--- src/rtl/pw_mem_pkg.sv ---
// Shared types and default sizing for the password-memory arbiter.
package pw_mem_pkg;

    localparam int NREQ_DEF   = 4;
    localparam int AW_DEF     = 16;
    localparam int DW_DEF     = 16;
    localparam int RD_LAT_DEF = 2;

    // Wide enough for the largest legal read latency (7).
    localparam int CNT_W      = 3;

    typedef enum logic [1:0] {
        IDLE,
        ISSUE,
        WAIT,
        RESP
    } state_e;

endpackage

--- src/rtl/rr_arbiter.sv ---
// Combinational round-robin picker: searches upward from ptr+1 with wrap,
// returns a one-hot grant (all zero when nothing requests).
module rr_arbiter #(
    parameter int N  = 4,
    parameter int IW = (N > 1) ? $clog2(N) : 1
) (
    input  logic [N-1:0]  req_i,
    input  logic [IW-1:0] ptr_i,
    output logic [N-1:0]  gnt_o
);

    int            pos;
    logic [IW-1:0] pos_idx;

    // First requester found after the pointer wins; later hits are ignored.
    always_comb begin
        // NOTE: every signal driven here gets a default first, so no path can
        // leave it unassigned and infer a latch.
        gnt_o   = '0;
        pos     = 0;
        pos_idx = '0;
        for (int k = 1; k <= N; k++) begin
            pos = int'(ptr_i) + k;
            if (pos >= N) begin
                pos = pos - N;
            end
            pos_idx = pos[IW-1:0];
            if (gnt_o == '0 && req_i[pos_idx]) begin
                gnt_o[pos_idx] = 1'b1;
            end
        end
    end

endmodule

--- src/rtl/pw_mem_arbiter.sv ---
// Shares one single-port password memory between NREQ requesters.
// One transaction in flight: IDLE grants, ISSUE drives the memory,
// WAIT covers read latency, RESP strobes the completion to the winner.
module pw_mem_arbiter
    import pw_mem_pkg::*;
#(
    parameter int NREQ   = NREQ_DEF,
    parameter int AW     = AW_DEF,
    parameter int DW     = DW_DEF,
    parameter int RD_LAT = RD_LAT_DEF
) (
    input  logic               clk,
    input  logic               rst,
    input  logic [NREQ-1:0]    req_valid,
    input  logic [NREQ-1:0]    req_wren,
    input  logic [NREQ*AW-1:0] req_addr,
    input  logic [NREQ*DW-1:0] req_wdata,
    output logic [NREQ-1:0]    req_ready,
    output logic [NREQ-1:0]    rsp_valid,
    output logic [DW-1:0]      rsp_data,
    output logic [AW-1:0]      mem_addr,
    output logic               mem_wren,
    output logic [DW-1:0]      mem_wdata,
    input  logic [DW-1:0]      mem_rdata,
    output logic               busy
);

    localparam int IW = (NREQ > 1) ? $clog2(NREQ) : 1;

    state_e           state_q, state_d;
    logic [IW-1:0]    ptr_q, ptr_d;
    logic [IW-1:0]    idx_q, idx_d;
    logic [CNT_W-1:0] cnt_q, cnt_d;
    logic [AW-1:0]    addr_q, addr_d;
    logic [DW-1:0]    wdata_q, wdata_d;
    logic             wren_q, wren_d;
    logic [DW-1:0]    rsp_data_q, rsp_data_d;

    logic [NREQ-1:0]  gnt;
    logic [IW-1:0]    sel_idx;
    logic [AW-1:0]    sel_addr;
    logic [DW-1:0]    sel_wdata;
    logic             sel_wren;

    rr_arbiter #(
        .N  (NREQ),
        .IW (IW)
    ) u_rr (
        .req_i (req_valid),
        .ptr_i (ptr_q),
        .gnt_o (gnt)
    );

    // Turn the one-hot grant into an index and pick out the winner's payload.
    always_comb begin
        sel_idx   = '0;
        sel_addr  = '0;
        sel_wdata = '0;
        sel_wren  = 1'b0;
        for (int i = 0; i < NREQ; i++) begin
            if (gnt[i]) begin
                sel_idx   = IW'(i);
                sel_addr  = req_addr[i*AW +: AW];
                sel_wdata = req_wdata[i*DW +: DW];
                sel_wren  = req_wren[i];
            end
        end
    end

    // Next-state logic: grant, issue, count out read latency, respond.
    always_comb begin
        state_d    = state_q;
        ptr_d      = ptr_q;
        idx_d      = idx_q;
        cnt_d      = cnt_q;
        addr_d     = addr_q;
        wdata_d    = wdata_q;
        wren_d     = wren_q;
        rsp_data_d = rsp_data_q;
        case (state_q)
            IDLE: begin
                if (|req_valid) begin
                    idx_d   = sel_idx;
                    ptr_d   = sel_idx;
                    addr_d  = sel_addr;
                    wdata_d = sel_wdata;
                    wren_d  = sel_wren;
                    state_d = ISSUE;
                end
            end
            ISSUE: begin
                if (wren_q) begin
                    state_d = RESP;
                end else begin
                    cnt_d   = CNT_W'(RD_LAT);
                    state_d = WAIT;
                end
            end
            WAIT: begin
                cnt_d = cnt_q - 1'b1;
                // Memory data is valid exactly in the last WAIT cycle.
                if (cnt_q == CNT_W'(1)) begin
                    rsp_data_d = mem_rdata;
                    state_d    = RESP;
                end
            end
            RESP: begin
                state_d = IDLE;
            end
            default: begin
                state_d = IDLE;
            end
        endcase
    end

    // State and datapath registers with synchronous active-low reset.
    always_ff @(posedge clk) begin
        // NOTE: reset is sampled only on the clock edge, so rst stays out of
        // the sensitivity list; non-blocking assignments keep every register
        // updating from the same pre-edge values.
        if (!rst) begin
            state_q    <= IDLE;
            ptr_q      <= IW'(NREQ - 1);
            idx_q      <= '0;
            cnt_q      <= '0;
            addr_q     <= '0;
            wdata_q    <= '0;
            wren_q     <= 1'b0;
            rsp_data_q <= '0;
        end else begin
            state_q    <= state_d;
            ptr_q      <= ptr_d;
            idx_q      <= idx_d;
            cnt_q      <= cnt_d;
            addr_q     <= addr_d;
            wdata_q    <= wdata_d;
            wren_q     <= wren_d;
            rsp_data_q <= rsp_data_d;
        end
    end

    // Handshake strobes: accept only while idle, complete only in RESP.
    always_comb begin
        req_ready = '0;
        rsp_valid = '0;
        if (state_q == IDLE) begin
            req_ready = gnt;
        end
        if (state_q == RESP) begin
            rsp_valid[idx_q] = 1'b1;
        end
    end

    assign mem_addr  = addr_q;
    assign mem_wdata = wdata_q;
    assign mem_wren  = (state_q == ISSUE) && wren_q;
    assign rsp_data  = rsp_data_q;
    assign busy      = (state_q != IDLE);

endmodule

--- config.mk ---
export PLATFORM = sky130hd
export DESIGN_NAME = pw_mem_arbiter
export DESIGN_NICKNAME = d
export VERILOG_FILES = /design/src/rtl/pw_mem_pkg.sv /design/src/rtl/rr_arbiter.sv /design/src/rtl/pw_mem_arbiter.sv
export SDC_FILE = /design/constraint.sdc
export NUM_CORES = 1
export LEC_CHECK = 0
export BUFFER_PORTS_ARGS = -buffer_cell sky130_fd_sc_hd__clkbuf_2
export CORE_MARGIN = 4
export CORE_UTILIZATION = 33
export DETAILED_ROUTE_END_ITERATION = 8
export GPL_TIMING_DRIVEN = 0
export HOLD_SLACK_MARGIN = 0.05
export PLACE_DENSITY = 0.68
export SLEW_MARGIN = 20
export SYNTH_ARGS = -nofsm -noshare
export SYNTH_HDL_FRONTEND = slang
export SYNTH_SLANG_ARGS = --single-unit
--- constraint.sdc ---
create_clock -name clk -period 7 [get_ports clk]
set_input_delay 1.05 -clock clk [delete_from_list [all_inputs] [get_ports clk]]
set_output_delay 1.05 -clock clk [all_outputs]
set_load 0.005 [all_outputs]
# After elaboration in Yosys (flattened, before gate mapping)
# Index checks and enable logic that the tools add are counted.
# W data, S select, Z words.
classes:
  n_addsub: 9
  magnitude_cmp: 14
  n_eq_ne: 7
  muxes: 49
  bitwise_logic: 3
  n_reduce_logical: 20
op_table:
  columns: ["operator", "count"]
  rows:
  - ["$mux W16", 8]
  - ["$mux W4", 6]
  - ["$mux W2", 8]
  - ["$lt A2 B3 Y1 const B", 5]
  - ["$mux W1", 15]
  - ["$logic_not A4 Y1", 3]
  - ["$or A4 B4 Y4", 3]
  - ["$demux W1 S2", 5]
  - ["$ge A2 B1 Y1 const B", 5]
  - ["$ge A3 B3 Y1 const B", 3]
  - ["$logic_and A1 B1 Y1", 9]
  - ["$bmux W1 S2", 4]
  - ["$pmux W2 S4", 1]
  - ["$reduce_and A2 Y1", 4]
  - ["$sub A2 B1 Y2 const B", 4]
  - ["$add A2 B2 Y3 const B", 2]
  - ["$ne A2 B2 Y1 const B", 3]
  - ["$pmux W3 S2", 1]
  - ["$add A2 B3 Y4 const B", 1]
  - ["$eq A2 B2 Y1 const B", 2]
  - ["$ge A4 B3 Y1 const B", 1]
  - ["$reduce_bool A2 Y1", 2]
  - ["$reduce_or A4 Y1", 1]
  - ["$add A2 B1 Y3 const B", 1]
  - ["5 further kinds", 5]
totals:
  ff_bits: 58

# Logic depth before layout (Yosys ltp)
# Gate-level depths: netlist of run 1.
depth:
  word_depth: 21
  mapped_depth: 12
  mapped_depth_nobuf: 9

# By module
# From an unflattened synthesis of run 1, not the netlist that was laid out.
hier_totals:
  cells_unflattened: 421
  hier_area_um2: 3548.4
by_module_without_submodules:
  columns: ["module", "instances", "cells_per_inst", "area_each_um2"]
  rows:
  - ["pw_mem_arbiter", 1, 373, 3086.7]
  - ["rr_arbiter", 1, 48, 461.7]

# Worst setup path after synthesis of run 1
# OpenSTA, ideal clock, no wires.
synth_timing:
  path_kind: "input -> output"
  startpoint: "input port req_valid[2]"
  endpoint: "output port req_ready[2]"
  arrival_ps: 2923
  required_time_ps: 5950
  slack_ps: 3027
  cell_stages: 8
  path_cell_list: "mux4_2 and2_4 a311oi_2 nand2_1 o41a_1 buf_6 buf_6 nor2_1"
synth_via:
  elab_chain_len: 13
synth_lines:
  columns: ["element", "line", "text"]
  rows:
  - ["from (decl)", "pw_mem_arbiter.sv:14", "input logic [NREQ-1:0] req_valid,"]
  - ["$bmux W1 S2", "rr_arbiter.sv:28", "if (gnt_o == '0 && req_i[pos_idx]) begin"]
  - ["$mux W1 (not written as such)", "rr_arbiter.sv:28", null]
  - ["$mux W4", "rr_arbiter.sv:28", null]
  - ["$logic_not A4 Y1", "rr_arbiter.sv:28", null]
  - ["$logic_and A1 B1 Y1", "rr_arbiter.sv:28", null]
  - ["$mux W4", "rr_arbiter.sv:28", null]
  - ["$logic_not A4 Y1", "rr_arbiter.sv:28", null]
  - ["$logic_and A1 B1 Y1", "rr_arbiter.sv:28", null]
  - ["$mux W4", "rr_arbiter.sv:28", null]
  - ["$logic_not A4 Y1", "rr_arbiter.sv:28", null]
  - ["$logic_and A1 B1 Y1", "rr_arbiter.sv:28", null]
  - ["$mux W4 *", "rr_arbiter.sv:28", null]
  - ["$mux W4 *", "pw_mem_arbiter.sv:146", "if (state_q == IDLE) begin"]
  - ["to (decl)", "pw_mem_arbiter.sv:18", "output logic [NREQ-1:0] req_ready,"]
# Every way passes the cells marked *; elsewhere a longest branch is shown, timed or not. The select of a mux whose other input is x is not followed.

# Final worst setup path of run 1
layout_timing:
  startpoint: "register ptr_q[1]"
  endpoint: "output port req_ready[1]"
layout_via:
  elab_chain_len: 18
layout_lines:
  columns: ["element", "line", "text"]
  rows:
  - ["from (decl)", "pw_mem_arbiter.sv:31", "logic [IW-1:0] ptr_q, ptr_d;"]
  - ["from (signal assigned)", "pw_mem_arbiter.sv:123", "ptr_q <= IW'(NREQ - 1);"]
  - ["from (signal assigned)", "pw_mem_arbiter.sv:132", "ptr_q <= ptr_d;"]
  - ["$add A2 B1 Y3", "rr_arbiter.sv:23", "pos = int'(ptr_i) + k;"]
  - ["$ge A3 B3 Y1 or $sub A2 B1 Y2 (tied branches)", "rr_arbiter.sv:24, rr_arbiter.sv:25", null]
  - ["$mux W2", "rr_arbiter.sv:24", "if (pos >= N) begin"]
  - ["$lt A2 B3 Y1 (not written as such) or $ge A2 B1 Y1 (tied branches)", "rr_arbiter.sv:29", "gnt_o[pos_idx] = 1'b1;"]
  - ["$logic_and A1 B1 Y1 (not written as such)", "rr_arbiter.sv:29", null]
  - ["$mux W1 (not written as such)", "rr_arbiter.sv:29", null]
  - ["$demux W1 S2", null, null]
  - ["$mux W4", "rr_arbiter.sv:28", null]
  - ["[... 2 more ...]", null, null]
  - ["$mux W4", "rr_arbiter.sv:28", null]
  - ["$logic_not A4 Y1", "rr_arbiter.sv:28", null]
  - ["$logic_and A1 B1 Y1", "rr_arbiter.sv:28", null]
  - ["$mux W4", "rr_arbiter.sv:28", null]
  - ["$logic_not A4 Y1", "rr_arbiter.sv:28", null]
  - ["$logic_and A1 B1 Y1", "rr_arbiter.sv:28", null]
  - ["$mux W4 *", "rr_arbiter.sv:28", null]
  - ["$mux W4 *", "pw_mem_arbiter.sv:146", null]
# Marked as above.

==> run_results.csv, run 1 <==
group,metric,value,unit
synth,synth_most_common_cell,"o21ai_0",
clock_network,clock_tree.root_cell,"clkbuf_16",
synth,synth_top_flop_cell,"dfxtp_1",
floorplan,core_region_area,12100,um2
floorplan,dieWidth,120,um
synth,yosys-top-cells-area,"dfxtp_1, o21ai_0, mux2i_1, a221o_1, o21a_1",
setup_path,slowest_delay,0.55,ns
synth,syn_area_per_cell,7.88,um2
clock_network,cts_resized,0,
setup_path,worst-path-buf-inv,4,
floorplan,rows,40,
setup_path,crit_start,"ptr_q[1]$_SDFFE_PN1P_",
floorplan,die_y,120,um
global_route,grt_pass1_wl,23000,um
setup_path,arrival,3.59,ns
drt,drt-pass1-iter-count,5,
finish,insertedDiodeCount,0,
global_route,grt_max_degree,12,
clock_network,clock_path_buffers,2,
timing,timing.slew.headroom,49.5,%
clock_network,hold_buffers,0,
min_path,hold_class,"reg2reg",
placed_design,dpl_cell_area,5400,um2
finish,area_growth,38.4,%
drt,post_drt_via_cell_ratio,5.10,
setup_path,path_max_fanout,10,
setup_path,r2r_slack,3.46,ns
synth,synth_common_cells,"o21ai_0, dfxtp_1, nor2_1, nand2_1, inv_1",
placed_design,dp_hpwl,11400,um
floorplan,ioPinCount,212,
placed_design,portBuffers,211,
setup_path,cp_cell_sequence,"inv_1 > ha_1 > mux4_2 > and2b_1 > a311oi_2 > and4_1 > buf_4 > clkbuf_1 > a21oi_1 > nor2_1 > clkbuf_2",
finish,fin_area,5720,um2
synth,ys_seq_elements,58,
setup_path,cp_slowest_cell,"mux4_2",
synth,yosysSeqAreaShare,28.1,%
setup_path,reg2reg_depth,10,
floorplan,fp.dieArea,14400,um2
synth,syn_area,4130,um2
finish,drive_above_1_share,33.7,%
job,drv_cap,0,
power_and_ir_drop,power_density,455,nW/um2
setup_path,crit_family,"buffers and inverters",
drt,ant_nets,0,
setup_path,worstSetupPathType,"reg2out",
setup_path,worst_r2r_endpoint,"mem_wdata[4]$_SDFFE_PN0P_",
global_route,antenna_found_initial,0,
power_and_ir_drop,power.total,2.60,mW
global_route,grt_use_total,20.0,%
synth,syn_inst,524,
drt,drtIter0Drc,267,
timing,setup_viol,0,
clock_network,clk_pin_slew,0.05,ns
setup_path,required,5.95,ns
timing,worstMarginPinSlew,0.751,ns
global_route,grt_pass1_vias,4518,
synth,synth_edf_count,0,
timing,fin_crit,4.64,ns
finish,fin_nets,914,
clock_network,numCtsBuffers,9,
drt,wl,14600,um
setup_path,rr_startpoint,"ptr_q[1]$_SDFFE_PN1P_",
clock_network,cts_setup_buffers,0,
timing,rsz0062_at_grt,"no",
drt,num_vias,4690,
clock_network,clk_latency,0.33,ns
clock_network,cts_sinks,58,
placed_design,gp_congestion,0.809,
drt,route.detailed.drc,0,
synth,yosysUniqueCellTypes,49,
timing,hold_violations,0,
synth,yosysWarnings,0,
setup_path,start_kind,"register",
setup_path,crit_cells,11,
clock_network,cts_tree,"done",
timing,setup_tns,0,ns
floorplan,initial_core_util,34.1,%
finish,final_core_util,47.2,%
global_route,grt-ovfl-total,0,
power_and_ir_drop,ir_drop,0.185,mV
synth,netlist.area_leader.share,28.1,%
setup_path,crit_path_end_kind,"output port",
synth,async_reset_ff_share,0,%
status,status,"completed",
timing,drv_slew,0,
drt,post_drt_wl_per_cell,15.9,um
timing,fin_crit_sh,66.3,%
synth,yosysTopAreaCell,"dfxtp_1",
setup_path,worstSetupEndpoint,"req_ready[1]",
timing,timing.fmax,215,MHz
power_and_ir_drop,cellLeakagePower,2.88,nW
timing,fin_skew,0.00612,ns
synth,synth_nets,692,
clock_network,htree_levels,3,
## cell type report
class                   count  area (um2)
repair buffers            211        1060
clock buffers               9         225
multi-input cells         381        2580
inverters                  43         161
plain buffers              42         226
clock inverters             7        93.8
well taps                 168         210
flip-flops and latches     58        1160
fillers                  1263        6400
## worst reg2reg max path, stage by stage (launching register included)
cell	delay, ns
dfxtp_1	0.49
inv_1	0.17
ha_1	0.35
mux4_2	0.55
and2b_1	0.21
a311oi_2	0.35
o2111ai_1	0.23
a311oi_4	0.60
buf_6	0.23
a221o_1	0.16
o21a_1	0.12
## layer usage
metal,GRT usage (%),part of all wire (%),up-vias
met5,0,0,-
li1,-,-,2330
met3,5.94,8.1,15
met4,5.65,1.1,0
met2,32.5,46,201
met1,25.7,44,2144
## placed cells by master (no fill, tap or decap), drive strengths merged, types with 4 or more instances in the layout
master,count
a221o,33
ha,14
mux2i,34
o21ai,72
nand2,43
buf,14
and2,5
a21oi,38
clkinv,4
inv,42
nor2,45
dfxtp,58
mux4,4
o21a,34
clkbuf,248
a21boi,19
## worst min path at each step
stage                                   startpoint  slack, ns                  endpoint  cells past startpoint
final                     rsp_data[2]$_SDFFE_PN0P_       0.46  rsp_data[2]$_SDFFE_PN0P_                      2
after detailed placement  rsp_data[1]$_SDFFE_PN0P_       0.46  rsp_data[1]$_SDFFE_PN0P_                      2
after CTS                 rsp_data[1]$_SDFFE_PN0P_       0.46  rsp_data[1]$_SDFFE_PN0P_                      2
after floorplan              cnt_q[1]$_SDFFE_PN0P_       0.45     cnt_q[1]$_SDFFE_PN0P_                      2
after global routing      rsp_data[2]$_SDFFE_PN0P_       0.48  rsp_data[2]$_SDFFE_PN0P_                      2
after global placement    rsp_data[5]$_SDFFE_PN0P_       0.45  rsp_data[5]$_SDFFE_PN0P_                      2
## report_power, final
part           total (mW)  leakage, nW  switching [mW]  internal (mW)
combinational        1.66         2.25           0.915          0.741
sequential          0.469        0.475          0.0597          0.409
clock               0.476        0.151           0.165          0.310
## metrics by stage
stage / cells / hold slack (ns) / worst slack (ns)
floorplan: 524 / 0.454 / 3.03
global placement: 903 / 0.452 / 2.60
detailed placement: 903 / 0.457 / 2.58
CTS: 919 / 0.465 / 2.36
global route: 919 / 0.480 / 2.08
finish: 919 / 0.459 / 2.36
## flip-flops by register name (all words and copies together), names as in the netlist
name / count
state_q: 2
rsp_data: 16
idx_q: 2
ptr_q: 2
cnt_q: 3
wren_q: 1
mem_wdata: 16
mem_addr: 16
## cells by family (layout without fill, tap and decap cells)
| logic type | count (synthesis) | count (layout) | synth area share [%] |
|---|---|---|---|
| DFF | 58 | 58 | 28.1 |
| AOI/OAI and AO/OA | 213 | 213 | 35.2 |
| muxes | 38 | 38 | 10.4 |
| buffers and inverters | 85 | 312 | 9.39 |
| and+or+nand+nor | 116 | 116 | 12.6 |
| adders and majority gates | 14 | 14 | 4.24 |
Note: power is estimated with default switching activity, not from simulation.
==> run 2, diff against run 1 <==
--- a/config.mk
+++ b/config.mk
@@ -5,13 +5,14 @@
 export SDC_FILE = /design/constraint.sdc
 export NUM_CORES = 1
 export LEC_CHECK = 0
+export ABC_AREA = 1
 export BUFFER_PORTS_ARGS = -buffer_cell sky130_fd_sc_hd__clkbuf_2
 export CORE_MARGIN = 4
 export CORE_UTILIZATION = 33
 export DETAILED_ROUTE_END_ITERATION = 8
 export GPL_TIMING_DRIVEN = 0
 export HOLD_SLACK_MARGIN = 0.05
-export PLACE_DENSITY = 0.68
+export PLACE_DENSITY = 0.7
 export SLEW_MARGIN = 20
 export SYNTH_ARGS = -nofsm -noshare
 export SYNTH_HDL_FRONTEND = slang
==> constraint.sdc (replaced) <==
create_clock -name clk -period 4.1 [get_ports clk]
set_input_delay 0.615 -clock clk [delete_from_list [all_inputs] [get_ports clk]]
set_output_delay 0.615 -clock clk [all_outputs]
set_load 0.005 [all_outputs]
==> run 2 against run 1 <==
Clock power up 71%. Combinational power increased by 150%. Largest power group unchanged. Critical path type unchanged. Final cell count is 11% higher.
==> run_results.csv, run 2 <==
group,metric,value,unit
power_and_ir_drop,cellLeakagePower,2.87,nW
synth,ys_seq_elements,58,
finish,layout_commonest_cell,"clkbuf_2",
global_route,antenna_found_initial,0,
clock_network,clk_pin_slew,0.05,ns
power_and_ir_drop,ir_drop,0.365,mV
finish,insertedDiodeCount,0,
global_route,grt_max_degree,11,
synth,yosysUniqueCellTypes,33,
timing,fin_crit_sh,90.9,%
setup_path,worst_r2r_endpoint,"mem_addr[10]$_SDFFE_PN0P_",
drt,routed-wl-met2,6730,um
synth,synth_adder_area_share,4.19,%
setup_path,required,3.48,ns
synth,syn_area_per_cell,6.70,um2
clock_network,numCtsBuffers,9,
timing,worstMarginPinSlew,0.715,ns
setup_path,worstSetupEndpoint,"req_ready[2]",
placed_design,gp_congestion,0.831,
synth,synth.area.mux_share,0,%
synth,netlist.area_leader.share,27.8,%
synth,synth_edf_count,0,
synth,synth-compound-area-share,26.4,%
synth,synth_nets,792,
setup_path,crit_path_end_kind,"output port",
finish,post_layout_nonfiller_instances,1019,
placed_design,dp.cells,1003,
synth,synth_top_flop_cell,"dfxtp_1",
timing,setup_viol,0,
synth,synth_top_family_by_area,"simple AND/OR/NAND/NOR gates",
setup_path,start_kind,"register",
global_route,grt_pass1_wl,23100,um
global_route,grt_pass1_vias,4914,
status,status,"completed",
floorplan,ioPinCount,212,
floorplan,rows,40,
clock_network,clock_path_buffers,2,
finish,layout_common_cells,"clkbuf_2, nand2_1, a21oi_1",
floorplan,fp.dieArea,14500,um2
timing,rsz0062_at_grt,"no",
synth,yosys.area_share.simple,27.7,%
placed_design,dp_hpwl,11500,um
timing,setup_tns,0,ns
finish,drive_above_1_share,35.1,%
drt,num_vias,4884,
synth,yosys-top-cells-area,"dfxtp_1, a21oi_1, nand2_1, nand3_1, inv_1",
drt,post_drt_via_cell_ratio,4.79,
clock_network,hold_buffers,0,
placed_design,dpl_cell_area,5440,um2
clock_network,clock_tree.root_cell,"clkbuf_16",
clock_network,cts_setup_buffers,0,
setup_path,crit_start,"ptr_q[0]$_SDFFE_PN1P_",
min_path,hold_start,"rsp_data[6]$_SDFFE_PN0P_",
setup_path,path_max_fanout,9,
finish,fin_area,5770,um2
drt,post_drt_wl_per_cell,14.4,um
floorplan,die_y,121,um
drt,wl_met3,1240,um
clock_network,cts_tree,"done",
clock_network,cts_resized,0,
timing,fin_crit,3.73,ns
setup_path,rr_startpoint,"ptr_q[0]$_SDFFE_PN1P_",
drt,drtIter0Drc,238,
job,drv_cap,0,
clock_network,htree_levels,3,
min_path,hold_class,"reg2reg",
synth,syn_area,4180,um2
setup_path,reg2reg_depth,20,
finish,area_growth,38.0,%
drt,drt-pass1-iter-count,5,
timing,drv_slew,0,
finish,fill_cells,1337,
global_route,grt-ovfl-total,0,
drt,met1_length,6340,um
drt,route.detailed.drc,0,
timing,timing.fmax,268,MHz
synth,synth_most_common_cell,"nand2_1",
floorplan,initial_core_util,34.2,%
setup_path,r2r_slack,0.97,ns
drt,ant_nets,0,
synth,syn_inst,624,
setup_path,arrival,3.11,ns
synth,async_reset_ff_share,0,%
placed_design,portBuffers,211,
timing,hold_violations,0,
timing,timing.slew.headroom,52.3,%
drt,top_layer,"met4",
clock_network,clk_latency,0.33,ns
floorplan,core_region_area,12200,um2
timing,fin_skew,0.00624,ns
synth,synth_common_cells,"nand2_1, a21oi_1, nand3_1, inv_1, dfxtp_1",
synth,yosysWarnings,0,
clock_network,cts_sinks,58,
setup_path,worstSetupPathType,"reg2out",
synth,yosysSeqAreaShare,27.8,%
finish,fin_nets,1014,
floorplan,dieWidth,121,um
drt,wl,14700,um
synth,yosysTopAreaCell,"dfxtp_1",
synth,synth_xor_area_share,0.210,%
power_and_ir_drop,power_density,990,nW/um2
global_route,grt_use_total,19.8,%
[run 2: critical path: stages (launching register included)]
cell and delay, ns:
dfxtp_1 0.50, inv_2 0.17, ha_1 0.36, inv_1 0.08, nand3_1 0.13, nand2_4 0.08, o31ai_4 0.08, nand3_1 0.11
nand2_1 0.13, nor2_1 0.06, nand3_1 0.08, nand3_1 0.12, nor2_4 0.15, nand3_2 0.10, nand2_4 0.16, inv_2 0.12
nor2_1 0.19, clkbuf_2 0.15
[run 2: kinds of logic (layout without fill, tap and decap cells)]
logic type	count (synthesis)	after routing
fa+ha+maj	14	14
flops	58	58
simple gates	247	247
xor+xnor	1	1
buf+inv	122	349
compound gates	182	182
[run 2: layout make-up]
type                       instances  area [um2]  area share, %
multi-input combinational        444        2450           42.4
clock inverter                     4        75.1           1.30
buffer                            40         262           4.54
timing repair buffer             211        1060           18.3
inverter                          82         308           5.34
tap                              168         210           3.65
sequential                        58        1160           20.1
clock buffer                      12         246           4.28
[run 2: power breakdown]
| group | leakage, nW | switching [mW] | internal, mW | total [mW] |
|---|---|---|---|---|
| Clock | 0.149 | 0.267 | 0.549 | 0.815 |
| Sequential | 0.475 | 0.0823 | 0.709 | 0.791 |
| Combinational | 2.25 | 2.56 | 1.54 | 4.10 |
[run 2: worst min path at each step]
stage / to / slack [ns] / cells after the start
floorplan: rsp_data[11]$_SDFFE_PN0P_ / 0.44 / 2
global placement: rsp_data[8]$_SDFFE_PN0P_ / 0.43 / 2
detailed placement: rsp_data[15]$_SDFFE_PN0P_ / 0.44 / 2
CTS: rsp_data[6]$_SDFFE_PN0P_ / 0.45 / 2
global route: rsp_data[9]$_SDFFE_PN0P_ / 0.47 / 2
finish: rsp_data[6]$_SDFFE_PN0P_ / 0.44 / 2
[run 2: layer usage]
layer	GRT usage, %	vias up
met2	33.2	192
met4	7.37	0
li1	-	2503
met3	6.50	28
met5	0	-
met1	23.4	2161
[run 2: stage by stage]
step / hold WS, ns / total power, mW / worst slack, ns / utilization (%)
finish: 0.442 / 5.71 / 0.372 / 47.2
global route: 0.466 / 6.26 / 0.0515 / 47.2
CTS: 0.446 / 5.74 / 0.309 / 47.2
detailed placement: 0.437 / 4.90 / 0.677 / 44.6
global placement: 0.432 / 4.86 / 0.699 / 44.6
floorplan: 0.440 / 3.85 / 1.23 / -
